--- src/rtl/memory_writer_pkg.sv ---
// Shared constants, state encoding and pointer-advance helper for the capture writer.
package memory_writer_pkg;

   localparam int unsigned DataSizeDef   = 64;
   localparam int unsigned AddrModuleDef = 10;

   // Legacy-compatible state encoding
   localparam logic [1:0] StIdle    = 2'd0;
   localparam logic [1:0] StCapture = 2'd1;
   localparam logic [1:0] StDone    = 2'd2;

   // Returns {wrap, next_ptr}: wrap is set when ptr is the last address of a depth-word buffer
   function automatic logic [32:0] addr_next(input logic [31:0] ptr, input logic [31:0] depth);
      logic wrap;
      wrap = (ptr == depth - 32'd1);
      return {wrap, (wrap ? 32'd0 : ptr + 32'd1)};
   endfunction

endpackage

--- src/rtl/mem_write_pointer.sv ---
// Write pointer and saturating word counter for one capture buffer.
module mem_write_pointer
   import memory_writer_pkg::*;
#(
   parameter int unsigned DATA_DEPTH  = 20,
   parameter int unsigned ADDR_MODULE = AddrModuleDef
) (
   input  logic                   i_clock,
   input  logic                   i_reset,
   input  logic                   i_clear,
   input  logic                   i_advance,
   output logic [ADDR_MODULE-1:0] o_ptr,
   output logic [ADDR_MODULE:0]   o_count,
   output logic                   o_at_last
);

   logic [ADDR_MODULE-1:0] ptr_q;
   logic [ADDR_MODULE:0]   count_q;
   logic [32:0]            nxt;
   logic                   count_full;
   logic                   unused_nxt;

   // Next pointer and wrap flag from the shared helper
   always_comb begin
      nxt        = addr_next(32'(ptr_q), 32'(DATA_DEPTH));
      // Compared at ADDR_MODULE+1 bits so a full 2**ADDR_MODULE buffer is representable
      count_full = (count_q == (ADDR_MODULE + 1)'(DATA_DEPTH));
   end

   assign unused_nxt = ^nxt[31:ADDR_MODULE];

   // Pointer wraps to 0 after the last address; count saturates at DATA_DEPTH
   always_ff @(posedge i_clock or posedge i_reset) begin
      if (i_reset) begin
         ptr_q   <= '0;
         count_q <= '0;
      end else if (i_clear) begin
         ptr_q   <= '0;
         count_q <= '0;
      end else if (i_advance) begin
         ptr_q <= nxt[ADDR_MODULE-1:0];
         if (!count_full) begin
            count_q <= count_q + 1'b1;
         end
      end
   end

   assign o_ptr     = ptr_q;
   assign o_count   = count_q;
   assign o_at_last = nxt[32];

endmodule

--- src/rtl/memory_writer.sv ---
// Captures paired reference/error samples into two block memories via registered port A.
module memory_writer
   import memory_writer_pkg::*;
#(
   parameter int unsigned DATA_SIZE   = DataSizeDef,
   parameter int unsigned DATA_DEPTH  = 20,
   parameter int unsigned ADDR_MODULE = AddrModuleDef,
   parameter int unsigned CONTINUOUS  = 0
) (
   input  logic                   i_clock,
   input  logic                   i_reset,
   input  logic                   i_start,
   input  logic                   i_abort,
   input  logic                   i_valid,
   input  logic [DATA_SIZE-1:0]   i_reference,
   input  logic [DATA_SIZE-1:0]   i_error,
   output logic                   o_ready,
   output logic                   o_ena,
   output logic                   o_wea,
   output logic [ADDR_MODULE-1:0] o_addra,
   output logic [DATA_SIZE-1:0]   o_dina_reference,
   output logic [DATA_SIZE-1:0]   o_dina_error,
   output logic [ADDR_MODULE:0]   o_count,
   output logic                   o_wrapped,
   output logic                   o_done
);

   logic [1:0]             state_q, state_d;
   logic                   accept;
   logic                   clear;
   logic                   at_last;
   logic [ADDR_MODULE-1:0] ptr;
   logic                   wea_q;
   logic [ADDR_MODULE-1:0] addra_q;
   logic [DATA_SIZE-1:0]   dina_ref_q;
   logic [DATA_SIZE-1:0]   dina_err_q;
   logic                   wrapped_q;

   mem_write_pointer #(
      .DATA_DEPTH  (DATA_DEPTH),
      .ADDR_MODULE (ADDR_MODULE)
   ) u_ptr (
      .i_clock   (i_clock),
      .i_reset   (i_reset),
      .i_clear   (clear),
      .i_advance (accept),
      .o_ptr     (ptr),
      .o_count   (o_count),
      .o_at_last (at_last)
   );

   // Next state, accept and clear decode; abort beats valid and start outside IDLE
   always_comb begin
      state_d = state_q;
      accept  = 1'b0;
      clear   = 1'b0;
      case (state_q)
         StIdle: begin
            if (i_start) begin
               state_d = StCapture;
               clear   = 1'b1;
            end
         end
         StCapture: begin
            if (i_abort) begin
               state_d = StIdle;
            end else if (i_valid) begin
               accept = 1'b1;
               if (at_last && (CONTINUOUS == 0)) begin
                  state_d = StDone;
               end
            end
         end
         StDone: begin
            if (i_abort) begin
               state_d = StIdle;
            end else if (i_start) begin
               state_d = StCapture;
               clear   = 1'b1;
            end
         end
         default: state_d = StIdle;
      endcase
   end

   // State register
   always_ff @(posedge i_clock or posedge i_reset) begin
      if (i_reset) begin
         state_q <= StIdle;
      end else begin
         state_q <= state_d;
      end
   end

   // Port-A registers: one write strobe per accepted sample, address/data hold otherwise
   always_ff @(posedge i_clock or posedge i_reset) begin
      if (i_reset) begin
         wea_q      <= 1'b0;
         addra_q    <= '0;
         dina_ref_q <= '0;
         dina_err_q <= '0;
      end else begin
         wea_q <= accept;
         if (accept) begin
            addra_q    <= ptr;
            dina_ref_q <= i_reference;
            dina_err_q <= i_error;
         end
      end
   end

   // Sticky wrap flag, only reachable in continuous mode
   always_ff @(posedge i_clock or posedge i_reset) begin
      if (i_reset) begin
         wrapped_q <= 1'b0;
      end else if (clear) begin
         wrapped_q <= 1'b0;
      end else if (accept && at_last && (CONTINUOUS != 0)) begin
         wrapped_q <= 1'b1;
      end
   end

   assign o_ready          = (state_q == StCapture);
   assign o_done           = (state_q == StDone);
   assign o_ena            = wea_q;
   assign o_wea            = wea_q;
   assign o_addra          = addra_q;
   assign o_dina_reference = dina_ref_q;
   assign o_dina_error     = dina_err_q;
   assign o_wrapped        = wrapped_q;

endmodule

--- config.mk ---
export PLATFORM = sky130hd
export DESIGN_NAME = memory_writer
export DESIGN_NICKNAME = d
export VERILOG_FILES = /design/src/rtl/memory_writer_pkg.sv /design/src/rtl/mem_write_pointer.sv /design/src/rtl/memory_writer.sv
export SDC_FILE = /design/constraint.sdc
export NUM_CORES = 1
export LEC_CHECK = 0
export BUFFER_PORTS_ARGS = -buffer_cell sky130_fd_sc_hd__buf_2
export CAP_MARGIN = 20
export CORE_ASPECT_RATIO = 0.75
export CORE_MARGIN = 5
export CORE_UTILIZATION = 30
export DETAILED_ROUTE_END_ITERATION = 16
export HOLD_SLACK_MARGIN = 0.03
export PLACE_DENSITY = 0.6
export SLEW_MARGIN = 20
export SYNTH_ARGS = -nofsm -noshare
export SYNTH_HDL_FRONTEND = slang
export SYNTH_SLANG_ARGS = --single-unit
--- constraint.sdc ---
create_clock -name i_clock -period 6.3 [get_ports i_clock]
set_input_delay 1.26 -clock i_clock [delete_from_list [all_inputs] [get_ports i_clock]]
set_output_delay 1.26 -clock i_clock [all_outputs]
set_load 0.005 [all_outputs]
==> flow_summary.ini, run 1 <==
[run_status]
outcome = finished clean

[final_layout]
nets = 1137
fillCellCount = 2170
syn2layout_area_growth_pct = 34.66
drive_above_1_share_pct = 32.64
fin_area_mm2 = 0.008783
insertedDiodeCount = 0

[route]
drt_iter0_drc = 353
wire_per_inst_um = 14.13
wirelength_met1_um = 8785
viasPerCell = 4.379
drc = 0
vias = 5702
ant_nets = 0
route.met3.wl_um = 1277
drt_pass1_iterations = 4
dr_wl_met2_um = 8159
wl_um = 18400
highest_layer = met4

[grt]
track_usage_pct = 14.35
grt_pass1_wl_um = 29140
antenna_found_initial = 0
grt_max_degree = 99
grt_pass1_vias = 5566
globalRouteOverflowTotal = 0

[clock_tree]
cts_tree = built
h-tree-depth = 4
postCtsSetupBuffers = 0
clock_latency_ps = 420
hold_buffers = 0
cts_buffer_depth = 2
cts_resized = 0
ctsRootBufferMaster = clkbuf_16
clock-sinks = 162
cts_made_buffers = 17
path_clk_slew_ps = 70

[placement]
dp_hpwl_um = 12710
numPortBuffers = 285
gp_congestion = 0.8102
place_area_mm2 = 0.008175
pre_cts_slack_ps = 2524

[setup_path]
cp_num_buf_inv = 4
slowest_delay_ps = 790
r2r-start = state_q[1]$_DFFE_PP0P_
r2r-end = o_dina_error[55]$_DFFE_PP0P_
crit_path_max_fanout = 91
cp-end-kind = register
crit_type = input pin to register
critPathLaunchType = input pin
critPathArrivalTime_ps = 3650
ff2ff_path_depth = 6
crit_family = buffers and inverters
path_cells = buf_2, nand4bb_4, buf_4, inv_4, buf_4, nand2_1, nand2_1
required_ps = 6660
crit_slowest_cell = buf_4
regToRegSetupSlack_ps = 3580

[logic_synthesis]
ys_types = 43
synth_top_flop_cell = dfrtp_1
synth_area_mm2 = 0.006523
synth-edff-count = 0
post-synth-top-count-cell = nand2_1
synthTopCellsByCount = nand2_1 (432), dfrtp_1 (162), clkbuf_1 (18), nand3_1 (15), buf_2 (14)
seq_area_frac_synth_pct = 62.15
postSynthCellCount = 735
ys_warn_count = 0
synthTopCellsByArea = dfrtp_1 (62%), nand2_1 (25%), nand3_1 (1.2%)
ys_ff_latch = 162
async_reset_ff_share_pct = 100.0
syn_area_per_cell_um2 = 8.874
synth.net_count = 871
synth.top_cell.area_share_pct = 62.15
yosysTopAreaCell = dfrtp_1

[floorplanning]
fp.dieH_um = 137.7
dieWidth_um = 180.3
io_pins = 287
core_mm2 = 0.02130
row_count = 46
start_util_pct = 30.63
dieArea_mm2 = 0.02482

[power]
swShare_pct = 29.56
p_comb_share_pct = 19.4
p_leak_nw = 5.013
power_frac_seq_pct = 45.3
vdd_drop_max_mv = 0.1769
netSwitchingPower_mw = 0.8967
p_int_mw = 2.137
clkPwrFrac_pct = 35.2
p_per_area_mw_per_mm2 = 345.3

[timing]
hold_ws_ps = 464.7
tightest_slew_ps = 969.1
rsz0062_at_grt = no
clock-skew-final_ps = 9.921
fin_tns_setup_ps = 0
hold_viol_final = 0
fmax_mhz = 304.2
min_period_ps = 3288
timing.final.crit_share_pct = 52.18
fin_ws_ps = 3012
setup_violations = 0
slew_headroom_pct = 35.39
finalMaxSlewViolations = 0

[hold_path]
min_path_type = register to register
min_to = o_dina_error[33]$_DFFE_PP0P_
hold_start = o_dina_error[33]$_DFFE_PP0P_
worstHoldPathCells = 2

[flow_run]
max-cap-violations = 0
## power groups by stage
stage | Combinational (mW) | Sequential (mW) | Clock [mW]
4_1_cts | 0.606 | 1.38 | 1.11
3_3_place_gp | 0.595 | 1.39 | 0
5_1_grt | 0.668 | 1.40 | 1.15
6_report | 0.589 | 1.38 | 1.07
2_1_floorplan | 0.235 | 1.41 | 0
3_5_place_dp | 0.607 | 1.39 | 0
## cells by family (layout without fill, tap and decap cells)
family,Yosys count,count (layout),synth area share [%]
AND/OR/NAND/NOR,487,487,30.19
XOR/XNOR,2,2,0.2686
other,1,1,0.05749
buffers and inverters,49,328,3.280
flip-flops,162,162,62.15
adder cells (fa/ha/maj),3,3,0.5755
AO/OA/AOI/OAI,31,31,3.472
## cell type report
cell class                 count  area, µm²  area share (%)
inverter                       7      33.78          0.3846
multi-input combinational    524       2271           25.85
tap                          288      360.3           4.103
timing repair buffer         289       1456           16.58
clock buffer                  18      439.2           5.000
sequential                   162       4054           46.15
clock inverter                14      168.9           1.923
## state kept, by name (all words and copies together) (netlist names)
| signal | cells |
|---|---|
| o_dina_error | 64 |
| u_ptr.o_count | 11 |
| o_ena | 1 |
| u_ptr.o_ptr | 10 |
| o_dina_reference | 64 |
| state_q | 2 |
| o_addra | 10 |
## layer usage
| metal | vias to the layer above | global-route usage, % |
|---|---|---|
| li1 | 2823 | - |
| met1 | 2661 | 20.20 |
| met2 | 202 | 21.59 |
| met3 | 16 | 4.619 |
| met4 | 0 | 3.568 |
| met5 | - | 0 |
## placed cells by master (no fill, tap or decap), types with 4 or more instances in the layout
| master | n |
|---|---|
| nand3_1 | 15 |
| inv_1 | 5 |
| buf_4 | 4 |
| or3_1 | 5 |
| o21ai_0 | 11 |
| nand4_1 | 7 |
| nand2_1 | 432 |
| and2_1 | 4 |
| nor2_1 | 4 |
| inv_6 | 4 |
| buf_2 | 285 |
| a21oi_1 | 5 |
| clkbuf_16 | 17 |
| dfrtp_1 | 162 |
## how the worst max path moves through the flow
stage / startpoint / endpoint / slack [ps] / cells after the start
after floorplan: i_reset / o_addra[0]$_DFFE_PP0P_ / 660 / 1
after global placement: i_abort / o_dina_reference[18]$_DFFE_PP0P_ / 2560 / 7
after detailed placement: i_abort / o_dina_reference[22]$_DFFE_PP0P_ / 2520 / 7
after CTS: i_abort / o_dina_reference[15]$_DFFE_PP0P_ / 2980 / 7
after global routing: i_abort / o_dina_error[51]$_DFFE_PP0P_ / 2790 / 7
final: i_abort / o_dina_error[55]$_DFFE_PP0P_ / 3010 / 7
## tightest hold or removal path, stage by stage (launching register included)
cell     delay (ps)
dfrtp_1         340
nand2_1          50
nand2_1          50
## through the flow
stage	instances	total power, mW	util (%)
floorplan	735	1.647	-
global placement	1270	1.987	38.39
detailed placement	1270	1.999	38.39
CTS	1302	3.090	41.25
global route	1302	3.220	41.25
finish	1302	3.033	41.25
Note: power is estimated with default switching activity, not from simulation.
==> inputs of run 2 (changes only) <==
==> constraint.sdc (replaced) <==
create_clock -name i_clock -period 3.14 [get_ports i_clock]
set_input_delay 0.628 -clock i_clock [delete_from_list [all_inputs] [get_ports i_clock]]
set_output_delay 0.628 -clock i_clock [all_outputs]
set_load 0.005 [all_outputs]
==> flow_summary.ini, run 2 (synthesized netlist as in run 1, its figures left out) <==
[run_status]
outcome = finished clean

[final_layout]
syn2layout_area_growth_pct = 34.62
nets = 1137
fillCellCount = 2162
drive_above_1_share_pct = 32.58
multiInputGateArea_mm2 = 0.002271
final_common_cell = nand2_1
insertedDiodeCount = 0
mostFrequentLayoutCells = nand2_1 (432), buf_2 (285), dfrtp_1 (162), clkbuf_16 (17), nand3_1 (15)
seqCellArea_mm2 = 0.004054
fin_cells = 1301

[clock_tree]
path_clk_slew_ps = 70
cts_made_buffers = 17
cts_buffer_depth = 2
h-tree-depth = 4
postCtsSetupBuffers = 0
clock_latency_ps = 420
clock-sinks = 162
cts_tree = built
cts_resized = 0
hold_buffers = 0
ctsRootBufferMaster = clkbuf_16

[floorplanning]
dieArea_mm2 = 0.02482
row_count = 46
fp.dieH_um = 137.7
dieWidth_um = 180.3
start_util_pct = 30.63
io_pins = 287
core_mm2 = 0.02130

[timing]
clock-skew-final_ps = 8.331
tightest_slew_ps = 868.4
min_period_ps = 1984
timing.final.crit_share_pct = 63.19
rsz0062_at_grt = no
slew_headroom_pct = 42.11
fmax_mhz = 504.0
finalMaxSlewViolations = 0
setup_violations = 0
hold_viol_final = 0
fin_tns_setup_ps = 0

[flow_run]
max-cap-violations = 0

[setup_path]
required_ps = 3470
path_cells = nand4bb_4, inv_4, o31ai_4, or3_2, a21oi_1
cp-end-kind = register
crit_slowest_cell = or3_2
crit_type = register to register
regToRegSetupSlack_ps = 1160
slowest_delay_ps = 470
critPathArrivalTime_ps = 2320
crit_path_max_fanout = 47
critPathLaunchType = register

[route]
drt_pass1_iterations = 6
drt_iter0_drc = 313
viasPerCell = 4.338
vias = 5644
ant_nets = 0
wire_per_inst_um = 14.03
wl_um = 18250
drc = 0

[power]
vdd_drop_max_mv = 0.3434
p_int_mw = 4.196
power_frac_seq_pct = 46.2
p_comb_share_pct = 19.9
clkPwrFrac_pct = 33.9
swShare_pct = 29.64
p_per_area_mw_per_mm2 = 679.1
p_leak_nw = 4.994
netSwitchingPower_mw = 1.768

[placement]
place_inst = 1270
numPortBuffers = 285
gp_congestion = 0.8177
dp_hpwl_um = 12400

[grt]
antenna_found_initial = 0
globalRouteOverflowTotal = 0
track_usage_pct = 14.23
grt_pass1_wl_um = 29020
grt_max_degree = 163
grt_use_met1_pct = 20.09
grt-busiest-layer = met2
grtUsageMet2_pct = 21.76
grt_util_met3_pct = 4.566
grt_pass1_vias = 5457

[hold_path]
min_path_type = input pin to register
## run 2: final cells by class
type	count	area share [%]
well taps	288	4.104
inverters	7	0.3705
repair buffers	289	17.01
flip-flops and latches	162	46.17
clock buffers	18	5.001
clock inverters	13	1.482
multi-input cells	524	25.86
## run 2: power groups by stage
stage	Sequential (mW)	Clock [mW]	Combinational (mW)
after detailed placement	2.79	0	1.22
after floorplan	2.83	0	0.472
after CTS	2.76	2.10	1.22
final	2.76	2.02	1.19
after global placement	2.79	0	1.20
after global routing	2.82	2.19	1.35
## run 2: final timing paths
check / depth (start not counted) / start / end
worst max-delay path: 5 / state_q[1]$_DFFE_PP0P_ / u_ptr.o_count[3]$_DFFE_PP0P_
worst min-delay path: 3 / i_error[28] / o_dina_error[28]$_DFFE_PP0P_
worst max register to register: 5 / state_q[1]$_DFFE_PP0P_ / u_ptr.o_count[3]$_DFFE_PP0P_
worst min register to register: 2 / o_dina_reference[0]$_DFFE_PP0P_ / o_dina_reference[0]$_DFFE_PP0P_
max in group asynchronous: 3 / i_reset / u_ptr.o_count[1]$_DFFE_PP0P_
min in group asynchronous: 3 / i_reset / o_dina_reference[44]$_DFFE_PP0P_
## run 2: per-layer routing
metal	up-vias	share of wire, %
met4	0	0.58
met5	-	0
met3	8	7.3
met1	2610	47
met2	203	45
li1	2823	-
## run 2: worst max-delay path, delay by kind of cell, from the launching register on
| family | cells | cell delay [ps] |
|---|---|---|
| and+or+nand+nor | 2 | 730 |
| DFF | 1 | 400 |
| AOI/OAI and AO/OA | 2 | 330 |
| buffers and inverters | 1 | 440 |
## run 2: per-stage QoR
stage / util (%) / power (mW) / instance area, µm² / hold slack (ps) / worst slack (ps)
4_1_cts: 41.23 / 6.079 / 8781 / 370.3 / 1134
3_3_place_gp: 38.56 / 3.987 / 8212 / 452.4 / 803.8
6_report: 41.23 / 5.963 / 8781 / 397.8 / 1156
5_1_grt: 41.23 / 6.355 / 8781 / 373.6 / 972.9
2_1_floorplan: - / 3.305 / 6526 / 469.7 / 455.2
3_5_place_dp: 38.56 / 4.010 / 8212 / 456.4 / 782.2
==> inputs of run 3 (changes only) <==
--- a/config.mk
+++ b/config.mk
@@ -12,7 +12,7 @@
 export CORE_UTILIZATION = 30
 export DETAILED_ROUTE_END_ITERATION = 16
 export HOLD_SLACK_MARGIN = 0.03
-export PLACE_DENSITY = 0.6
+export PLACE_DENSITY = 0.62
 export SLEW_MARGIN = 20
 export SYNTH_ARGS = -nofsm -noshare
 export SYNTH_HDL_FRONTEND = slang
==> constraint.sdc (replaced) <==
create_clock -name i_clock -period 1.7 [get_ports i_clock]
set_input_delay 0.34 -clock i_clock [delete_from_list [all_inputs] [get_ports i_clock]]
set_output_delay 0.34 -clock i_clock [all_outputs]
set_load 0.005 [all_outputs]
==> flow_summary.ini, run 3 (synthesized netlist as in run 1, its figures left out) <==
[run_status]
outcome = complete, but fails checks
violations = negative setup slack

[clock_tree]
cts_tree = built
cts_made_buffers = 17
cts_buffer_depth = 2
h-tree-depth = 4
ctsRootBufferMaster = clkbuf_16
clock-sinks = 162
path_clk_slew_ps = 70
clock_latency_ps = 420

[setup_path]
slowest_delay_ps = 490
path_cells = inv_2, ha_4, or4b_4, o311ai_4, buf_4, or3_1, a21oi_1
crit_path_max_fanout = 3
crit_family = simple AND/OR/NAND/NOR gates
cp_num_buf_inv = 2
regToRegSetupSlack_ps = -110
r2r-end = u_ptr.o_count[6]$_DFFE_PP0P_
critPathArrivalTime_ps = 2100
r2r-start = u_ptr.o_count[0]$_DFFE_PP0P_
ff2ff_path_depth = 7
crit_type = register to register
required_ps = 1990
critPathLaunchType = register
crit_slowest_cell = or4b_4
cp-end-kind = register

[final_layout]
insertedDiodeCount = 0
fin_util_pct = 43.31
mostFrequentLayoutCells = nand2_1 (432), buf_2 (285), dfrtp_1 (161), buf_4 (31), clkbuf_16 (18)
nets = 1176
fin_cells = 1340
fin_area_mm2 = 0.009224
fillCellCount = 2158
syn2layout_area_growth_pct = 41.42
final_common_cell = nand2_1
drive_above_1_share_pct = 35.93

[placement]
numPortBuffers = 285
place_inst = 1300
place_area_mm2 = 0.008474
dp_hpwl_um = 13280
gp_congestion = 0.8088
pre_cts_slack_ps = -72.33

[route]
drt_iter0_drc = 327
wire_per_inst_um = 14.28
wl_um = 19140
vias = 5952
viasPerCell = 4.442
drc = 0
drt_pass1_iterations = 5
ant_nets = 0

[floorplanning]
fp.dieH_um = 137.7
core_mm2 = 0.02130
io_pins = 287
dieArea_mm2 = 0.02482
row_count = 46
dieWidth_um = 180.3
start_util_pct = 30.63

[timing]
slew_headroom_pct = 57.99
min_period_ps = 1808
clock-skew-final_ps = 13.83
hold_ws_ps = 100.2
rsz0062_at_grt = yes
setup_violations = 6
finalMaxSlewViolations = 0
timing.final.crit_share_pct = 106.3
tightest_slew_ps = 630.1
fin_tns_setup_ps = -441.7
fin_ws_ps = -107.6
fmax_mhz = 553.2
hold_viol_final = 0

[power]
finalPower_mw = 11.19
p_leak_nw = 5.253
vdd_drop_max_mv = 0.5067
p_per_area_mw_per_mm2 = 1214

[grt]
grt_max_degree = 76
grt_pass1_wl_um = 29510
track_usage_pct = 14.50
antenna_found_initial = 0
grt_pass1_vias = 5746
globalRouteOverflowTotal = 0

[hold_path]
worstHoldPathCells = 3
hold_start = i_reference[2]
min_path_type = input pin to register
min_to = o_dina_reference[2]$_DFFE_PP0P_

[flow_run]
max-cap-violations = 0
[run 3: cell count changes in the layout (fill, tap and decap cells not counted), moves of 2 or more]
| cell | previous run | this run |
|---|---|---|
| ha_1 | 3 | 1 |
| inv_6 | 3 | 5 |
| o21ai_0 | 11 | 8 |
| inv_2 | 0 | 2 |
| buf_12 | 3 | 5 |
| nand3_2 | 0 | 2 |
| nand3_1 | 15 | 13 |
| inv_1 | 5 | 3 |
| clkinvlp_4 | 7 | 5 |
| buf_6 | 0 | 3 |
| o21ai_1 | 1 | 4 |
| buf_4 | 1 | 31 |
[run 3: tightest hold or removal path: stages]
cell	delay [ps]
buf_2	70
nand2_1	40
nand2_1	40
[run 3: worst max path at each step]
stage                                      start                           end  slack, ps  depth (start not counted)
floorplan                                i_reset        o_addra[0]$_DFFE_PP0P_       -700                          1
global placement    u_ptr.o_count[0]$_DFFE_PP0P_  u_ptr.o_count[2]$_DFFE_PP0P_        -30                          7
detailed placement  u_ptr.o_count[1]$_DFFE_PP0P_  u_ptr.o_count[2]$_DFFE_PP0P_        -70                          7
CTS                 u_ptr.o_count[0]$_DFFE_PP0P_  u_ptr.o_count[2]$_DFFE_PP0P_        -60                          7
global route        u_ptr.o_count[0]$_DFFE_PP0P_  u_ptr.o_count[8]$_DFFE_PP0P_       -170                          7
finish              u_ptr.o_count[0]$_DFFE_PP0P_  u_ptr.o_count[6]$_DFFE_PP0P_       -110                          7
[run 3: repair_timing]
| action | in CTS | in global routing |
|---|---|---|
| setup endpoints to repair | 4 | 11 |
| hold endpoints to repair | 5 | 0 |
| cloned | 0 | 2 |
| buffers inserted | 2 | 4 |
| hold buffers | 1 | 0 |
| gates resized for setup | 9 | 12 |
| pin swaps | 0 | 7 |
[run 3: per-layer routing]
metal  GRT usage (%)  wire length [µm]  vias to the layer above
met5               0                 0                        -
met4           3.820               270                        0
met3           4.487              1388                       23
met2           23.11              8836                      222
met1           19.42              8643                     2799
li1                -                 -                     2908
[run 3: layout make-up]
| class | instances | area, µm² | share of cell area, % |
|---|---|---|---|
| Clock inverter | 14 | 143.9 | 1.560 |
| Multi-Input combinational cell | 525 | 2351 | 25.49 |
| Sequential cell | 162 | 4055 | 43.96 |
| Timing Repair Buffer | 327 | 1856 | 20.12 |
| Clock buffer | 17 | 425.4 | 4.612 |
| Tap cell | 288 | 360.3 | 3.907 |
| Inverter | 7 | 32.53 | 0.3527 |
[run 3: power breakdown]
part | total [mW] | internal, mW | switching, mW
Sequential | 5.08 | 4.67 | 0.408
Combinational | 2.37 | 1.12 | 1.25
Clock | 3.75 | 2.06 | 1.70
Total | 11.2 | 7.84 | 3.36
